<file path="config.mk">
export PLATFORM = sky130hd
export DESIGN_NAME = uart_tx_drain_flat
export DESIGN_NICKNAME = d
export VERILOG_FILES = /design/src/rtl/uart_pkg.sv /design/src/rtl/uart_tx_drain_if.sv /design/src/rtl/baud_tick_gen.sv /design/src/rtl/uart_tx_drain.sv /design/src/flat_wrapper.sv
export SDC_FILE = /design/constraint.sdc
export NUM_CORES = 1
export LEC_CHECK = 0
export ABC_AREA = 0
export CAP_MARGIN = 40
export CORE_AREA = 5 5 60 62
export DETAILED_ROUTE_END_ITERATION = 7
export DIE_AREA = 0 0 65 67
export PLACE_DENSITY_LB_ADDON = 0.12
export SYNTH_ARGS = -nofsm -noshare
export SYNTH_HDL_FRONTEND = slang
export SYNTH_SLANG_ARGS = --single-unit
</file>
<file path="constraint.sdc">
create_clock -name clk -period 2.25 [get_ports clk]
set_clock_uncertainty 0.2 [all_clocks]
set_input_delay 0.225 -clock clk [delete_from_list [all_inputs] [get_ports clk]]
set_output_delay 0.225 -clock clk [all_outputs]
set_load 0.01 [all_outputs]
</file>
<file path="src/rtl/uart_pkg.sv">
// uart_pkg: state encoding and default timing shared by the UART transmit and receive sides.
package uart_pkg;
    typedef enum logic [1:0] {IDLE = 2'd0, START = 2'd1, DATA = 2'd2, STOP = 2'd3} uart_state_t;
    localparam int DEFAULT_CLK_FREQ = 100_000_000;
    localparam int DEFAULT_BAUD = 9600;
    function automatic int baud_div(input int clk_freq, input int baud);
        return clk_freq / baud;
    endfunction
endpackage

</file>
<file path="src/rtl/uart_tx_drain_if.sv">
// uart_tx_drain_if: upstream fifo read side plus the serial outputs of the transmitter.
interface uart_tx_drain_if;
    logic       fifo_empty;
    logic [7:0] fifo_rdata;
    logic       fifo_pop;
    logic       tx;
    logic       tx_busy;
    logic       tx_done;
    modport master (input fifo_empty, fifo_rdata, output fifo_pop, tx, tx_busy, tx_done);
    modport slave (output fifo_empty, fifo_rdata, input fifo_pop, tx, tx_busy, tx_done);
endinterface

</file>
<file path="src/rtl/baud_tick_gen.sv">
// baud_tick_gen: one-cycle tick every BAUD_DIV clocks, restartable from zero via clear.
module baud_tick_gen #(
    parameter int BAUD_DIV = 10
) (
    input  logic clk,
    input  logic rst,
    input  logic clear,
    output logic tick
);
    localparam int W = BAUD_DIV > 1 ? $clog2(BAUD_DIV) : 1;
    logic [W-1:0] cnt;
    assign tick = cnt == W'(BAUD_DIV - 1);
    always_ff @(posedge clk)
        cnt <= (rst || clear || tick) ? '0 : cnt + 1'b1;
endmodule

</file>
<file path="src/rtl/uart_tx_drain.sv">
// uart_tx_drain: pulls bytes from an upstream fifo and sends each as an 8N1 frame on tx.
module uart_tx_drain import uart_pkg::*; #(
    parameter int CLK_FREQ = DEFAULT_CLK_FREQ,
    parameter int BAUD = DEFAULT_BAUD
) (
    input logic clk,
    input logic rst,
    uart_tx_drain_if.master bus
);
    localparam int BAUD_DIV = baud_div(CLK_FREQ, BAUD);
    uart_state_t state;
    logic [7:0] shreg;
    logic [2:0] bit_idx;
    logic tick, pop;
    // The pop edge is also the edge that latches the byte and starts the frame.
    assign pop = state == IDLE && !bus.fifo_empty && !rst;
    assign bus.fifo_pop = pop;
    baud_tick_gen #(.BAUD_DIV(BAUD_DIV)) u_baud (.clk(clk), .rst(rst), .clear(pop), .tick(tick));
    always_ff @(posedge clk) begin
        if (rst) begin
            state <= IDLE;
            shreg <= '0;
            bit_idx <= '0;
            bus.tx <= 1'b1;
            bus.tx_busy <= 1'b0;
            bus.tx_done <= 1'b0;
        end else begin
            bus.tx_done <= 1'b0;
            case (state)
                IDLE: if (pop) begin
                    state <= START;
                    shreg <= bus.fifo_rdata;
                    bit_idx <= '0;
                    bus.tx <= 1'b0;
                    bus.tx_busy <= 1'b1;
                end
                START: if (tick) begin
                    state <= DATA;
                    bus.tx <= shreg[0];
                    shreg <= shreg >> 1;
                end
                DATA: if (tick) begin
                    bit_idx <= bit_idx + 3'd1;
                    if (bit_idx == 3'd7) begin
                        state <= STOP;
                        bus.tx <= 1'b1;
                    end else begin
                        bus.tx <= shreg[0];
                        shreg <= shreg >> 1;
                    end
                end
                STOP: if (tick) begin
                    state <= IDLE;
                    bus.tx_busy <= 1'b0;
                    bus.tx_done <= 1'b1;
                end
            endcase
        end
    end
endmodule
</file>
<file path="src/flat_wrapper.sv">
// flat-port wrapper written by rule: the top's interface ports become plain ports
module uart_tx_drain_flat import uart_pkg::*;
#(
    parameter int CLK_FREQ = DEFAULT_CLK_FREQ,
    parameter int BAUD = DEFAULT_BAUD
)
  (clk, rst, bus_fifo_empty, bus_fifo_rdata, bus_fifo_pop, bus_tx, bus_tx_busy, bus_tx_done);
  uart_tx_drain_if bus_i ();
  input logic clk;
  input logic rst;
  input wire logic [$bits(bus_i.fifo_empty)-1:0] bus_fifo_empty;
  input wire logic [$bits(bus_i.fifo_rdata)-1:0] bus_fifo_rdata;
  output wire logic [$bits(bus_i.fifo_pop)-1:0] bus_fifo_pop;
  output wire logic [$bits(bus_i.tx)-1:0] bus_tx;
  output wire logic [$bits(bus_i.tx_busy)-1:0] bus_tx_busy;
  output wire logic [$bits(bus_i.tx_done)-1:0] bus_tx_done;
  assign bus_i.fifo_empty = bus_fifo_empty;
  assign bus_i.fifo_rdata = bus_fifo_rdata;
  assign bus_fifo_pop = bus_i.fifo_pop;
  assign bus_tx = bus_i.tx;
  assign bus_tx_busy = bus_i.tx_busy;
  assign bus_tx_done = bus_i.tx_done;
  uart_tx_drain #(.CLK_FREQ(CLK_FREQ), .BAUD(BAUD)) u_core (.clk(clk), .rst(rst), .bus(bus_i));
endmodule
</file>
Word level (Yosys, flattened, before mapping)
Index checks and enable logic that the tools add are counted.
{"block": "op_classes", "bitwise": 1, "n_eq_ne": 11, "mux": 23, "reduce_logical": 16, "add_sub_neg": 2}
{"cell": "8-bit two-way mux", "n": 4}
{"cell": "8-bit case mux with 3 select lines", "n": 1}
{"cell": "14-bit by 1-bit adder with 14-bit output, second input constant", "n": 1}
{"cell": "14-bit equality test, second input constant", "n": 1}
{"cell": "2-bit two-way mux", "n": 5}
{"cell": "2-bit != test, second input constant", "n": 5}
{"cell": "5-bit AND reduction", "n": 2}
{"cell": "2-bit case mux with 4 select lines", "n": 1}
{"cell": "1-bit two-way mux", "n": 7}
{"cell": "3-bit two-way mux", "n": 2}
{"cell": "3-bit case mux with 2 select lines", "n": 1}
{"cell": "3-bit AND reduction", "n": 2}
{"cell": "2-bit equality test, second input constant", "n": 2}
{"cell": "4-bit AND reduction", "n": 1}
{"cell": "2-bit nonzero test", "n": 2}
{"cell": "3-bit by 1-bit adder with 3-bit output, second input constant", "n": 1}
{"cell": "3-bit equality test, second input constant", "n": 1}
{"cell": "1-bit case mux with 3 select lines", "n": 1}
{"cell": "3-bit nonzero test", "n": 1}
{"cell": "2-bit by 1-bit equality test with 1-bit output, second input constant", "n": 1}
{"cell": "1-bit logical AND", "n": 2}
{"cell": "1-bit zero test", "n": 2}
{"cell": "2-bit zero test", "n": 1}
{"cell": "1-bit logical OR", "n": 2}
{"cell": "4 further kinds", "n": 4}
{"block": "word_totals", "elab_cells": 60, "out_inout_bits": 4, "inputBits": 11, "regBits": 30}

Depth between registers and ports, before layout
{"block": "depth", "ltp_word": 5, "ltp_mapped": 8, "depth_no_buf": 6}

Cells and area by module
Synthesis repeated with hierarchy kept, for this count alone.
{"block": "hier_totals", "hier_cells": 169, "area_unflattened_um2": 1609.0}
{"module": "uart_tx_drain", "n_inst": 1, "area_each_um2": 989.7, "seq_area_each_um2": 320.3, "cells_per_inst": 99}
{"module": "baud_tick_gen", "n_inst": 1, "area_each_um2": 619.3, "seq_area_each_um2": 280.3, "cells_per_inst": 70}

Worst setup path before layout
No wires, ideal clock.
{"block": "synth_path", "kind": "reg2reg", "startpoint": "register u_core.state[0]", "endpoint": "register u_core.bus.tx", "path_buffers": 2, "period_less_slack_ns": 2.065, "path_stages_with_launch": 9, "slack_ns": 0.185, "setup_ns": 0.120, "arrival_ns": 1.745, "t_required_ns": 1.930, "cell_sequence": "dfxtp_1 -> inv_1 -> ha_1 -> clkbuf_1 -> or2_2 -> o41ai_2 -> buf_2 -> nand2_1 -> a211o_1"}
{"block": "synth_between", "elab_chain_cells": 5, "word_cells_on_any_way": 11, "cone_classes": "5 x eq/ne; 1 x mux; 5 x reduce/logical"}
{"item": "from (decl)", "line": "uart_tx_drain.sv:11", "source": "uart_state_t state;"}
{"item": "from (signal assigned)", "line": "uart_tx_drain.sv:21", "source": "state <= IDLE;"}
{"item": "from (signal assigned)", "line": "uart_tx_drain.sv:31", "source": "state <= START;"}
{"item": "from (signal assigned)", "line": "uart_tx_drain.sv:38", "source": "state <= DATA;"}
{"item": "2-bit zero test", "line": "uart_tx_drain.sv:16, uart_tx_drain.sv:29"}
{"item": "1-bit logical AND (2 in series)", "line": "uart_tx_drain.sv:16", "source": "assign pop = state == IDLE && !bus.fifo_empty && !rst;"}
{"item": "2-bit != test (no line)"}
{"item": "4-bit AND reduction (no line)"}
{"item": "to (signal assigned)", "line": "uart_tx_drain.sv:39", "source": "bus.tx <= shreg[0];"}
{"item": "to (signal assigned)", "line": "uart_tx_drain.sv:48", "source": "bus.tx <= shreg[0];"}
{"item": "to (decl)", "line": "uart_tx_drain_if.sv:9", "source": "modport master (input fifo_empty, fifo_rdata, output fifo_pop, tx, tx_busy, tx_done);"}
Parallel ways exist; a longest one is shown, timed or not.
A chain may end at the register's enable or synchronous reset.

Final worst setup path
{"block": "layout_path", "startpoint": "register u_core.u_baud.cnt[12]", "endpoint": "register u_core.bus.tx"}
{"block": "layout_between", "elab_chain_cells": 3, "word_cells_on_any_way": 4, "cone_classes": "3 x eq/ne; 1 x reduce/logical"}
{"item": "from (decl)", "line": "baud_tick_gen.sv:11", "source": "logic [W-1:0] cnt;"}
{"item": "from (signal assigned)", "line": "baud_tick_gen.sv:14", "source": "cnt <= (rst || clear || tick) ? '0 : cnt + 1'b1;"}
{"item": "14-bit equality test (*)", "line": "baud_tick_gen.sv:12", "source": "assign tick = cnt == W'(BAUD_DIV - 1);"}
{"item": "2-bit != test (no line)"}
{"item": "4-bit AND reduction (no line) (*)"}
Every way passes the cells marked *; elsewhere a longest branch is shown, timed or not.

==> impl_metrics.ini <==
[outcome]
outcome = finished, final reports clean

[route]
postRouteAntennaNets = 0
maxUsedRoutingLayer = met4
wirelength_mm = 3.25
wl_met3_um = 128
viasPerCell = 5.83
drc = 0
drtIter0Drc = 107
vias = 1317
m1WireLength_mm = 1.43
wl_met2_mm = 1.63
wire_per_inst_um = 14.4
first_pass_iters = 4

[floorplan]
pin_count = 15
start_util_pct = 53.2
core_region_area_um2 = 2980
die-area_um2 = 4360
die_h_um = 67
die_w_um = 65
row_count = 20

[global_routing]
grt_overflow = 0
track_usage_pct = 17.3
grt_pass1_wl_mm = 5.74
first_global_vias = 1319
grt_max_degree = 16
antenna_found_initial = 0

[clock_tree]
clock-sinks = 30
cts_hold_buffers = 0
ctsLongestPathBuffers = 2
cts-root-buf = clkbuf_4
htreeDepth = 2
cts_tree = built
clk_latency_ps = 330
cts_buffers = 5
path_clk_slew_ps = 90

[synth]
avgSynthCellArea_um2 = 9.31
yosysSeqAreaShare_pct = 37.9
synthAdderAreaFrac_pct = 6.32
synth_top_family_by_area = simple AND/OR/NAND/NOR gates
yosysWarnings = 0
synth_compound_area_share_pct = 15.5
synthFlopType = dfxtp_1
async_flop_share_pct = 0
synthDistinctLibCells = 44
yosys.area_share.simple_pct = 23.1
muxShareOfSynthArea_pct = 6.40
synth_area_um2 = 1580
netlist_instances = 170
syn-num-nets = 189
ys_ff_latch = 30
synth_edf_count = 0
synth-xor-area-share_pct = 6.09

[timing]
min_period_ps = 2120
min_period_over_period_pct = 94.1
setup_violations = 0
slew-limit-headroom_pct = 72.1
fin_tns_setup_ps = 0
grt_setup_unrepaired = true
setup_ws_ps = 132
fmax_ghz = 0.472
finalMaxSlewViolations = 0
hold_viol_final = 0
max_slew.worst_pin.slew_ps = 415

[finish]
seq_area_um2 = 601
layout-drive-gt1-share_pct = 14.0
multi_input_area_um2 = 922
syn_to_final_growth_pct = 16.8
layout_commonest_cell = dfxtp_1
num_antenna_cells = 0
nets = 212
fillers = 257
layout_common_cells = dfxtp_1, nor2_1, a21oi_1, clkdlybuf4s50_1, buf_4

[placed_design]
gp_congestion = 0.807
dp_hpwl_mm = 2.47
place_ws_ps = 138
port_buffers = 14

[worst_setup_path]
slowest_delay_ps = 590
cp-start-kind = flip-flop
end_kind = flip-flop
required_ps = 2280
crit_chain = or4b_4 -> o41ai_4 -> buf_4 -> nand2_1 -> a211o_1
cpMaxStageDelayCell = or4b_4
path_max_fanout = 4
worstSetupPathType = flip-flop to flip-flop
critPathArrivalTime_ps = 2150

[power]
leakagePower_nw = 0.681
irDropWorstVdd_uv = 910
power_density_nw_per_um2 = 1050

[min_path]
hold_path_class = flip-flop to flip-flop

[run]
max_cap_violations = 0
-- final timing paths --
check / slack [ps] / depth (start not counted) / endpoint / start
setup / recovery: 130 / 5 / u_core.bus.tx / u_core.u_baud.cnt[12]
hold / removal: 260 / 1 / u_core.u_baud.cnt[0] / u_core.u_baud.cnt[0]
setup reg to reg: 130 / 5 / u_core.bus.tx / u_core.u_baud.cnt[12]
hold reg to reg: 260 / 1 / u_core.u_baud.cnt[0] / u_core.u_baud.cnt[0]
-- metrics by stage --
stage                     cells  utilization, %  total power, W  hold slack [ps]  cell area [µm²]
after CTS                   225            61.5         0.00192              269             1830
after global placement      218            59.9         0.00159              231             1780
final                       226            62.1         0.00194              261             1850
after floorplan             170               -         0.00138              168             1580
after global routing        226            62.1         0.00210              305             1850
after detailed placement    218            59.9         0.00162              258             1780
-- flip-flops by register name, indices dropped and copies added, names as in the netlist --
signal and count:
u_core.bus.tx_done 1, u_core.bus.tx 1, u_core.u_baud.cnt 14, u_core.state 2
u_core.bus.tx_busy 1, u_core.bit_idx 3, u_core.shreg 8
-- cell usage after synthesis, drive strengths merged, types with 6 or more instances --
master / n / area share, %
mux2i: 9 / 5.7
a21oi: 14 / 4.7
nand2b: 6 / 2.4
nor2: 18 / 4.3
xnor2: 8 / 4.4
inv: 7 / 1.7
dfxtp: 30 / 38
nand4: 8 / 3.2
a211oi: 8 / 4.1
ha: 8 / 6.3
nand2: 6 / 1.6
-- cells by family after synthesis --
logic type,after synthesis
multiplexers,10
XOR/XNOR,11
AO/OA/AOI/OAI,34
AND/OR/NAND/NOR,62
flip-flops,30
buffers and inverters,15
adder cells (fa/ha/maj),8
-- where the power goes --
group          switching [W]  internal [W]  total, W
combinational       0.000492      0.000446  0.000939
clock               0.000174      0.000118  0.000292
sequential         0.0000696      0.000640  0.000709
total               0.000736       0.00120   0.00194
-- routing by layer --
layer | vias up | track usage [%]
li1 | 656 | -
met1 | 623 | 20.1
met2 | 31 | 29.5
met3 | 7 | 4.05
met4 | 0 | 8.44
met5 | - | 0
-- repair_timing --
action,4_1_cts,5_1_grt
pin swaps,0,1
gates cloned,0,0
gates resized for setup,2,1
endpoints found under the hold margin,0,0
setup buffers,0,1
endpoints found under the setup margin,1,8
-- final cells by class --
cell class | instances | share of cell area, %
sequential | 30 | 32.5
timing repair buffer | 24 | 11.6
tap | 33 | 2.23
clock buffer | 7 | 2.44
multi-input combinational | 125 | 49.9
inverter | 7 | 1.42
-- critical path: cells and delay by family, from the launching register on --
family | cells | cell delay, ps
AOI/OAI and AO/OA | 2 | 660
buffers and inverters | 1 | 180
DFF | 1 | 350
and+or+nand+nor | 2 | 630
(Power assumes the default switching activity.)
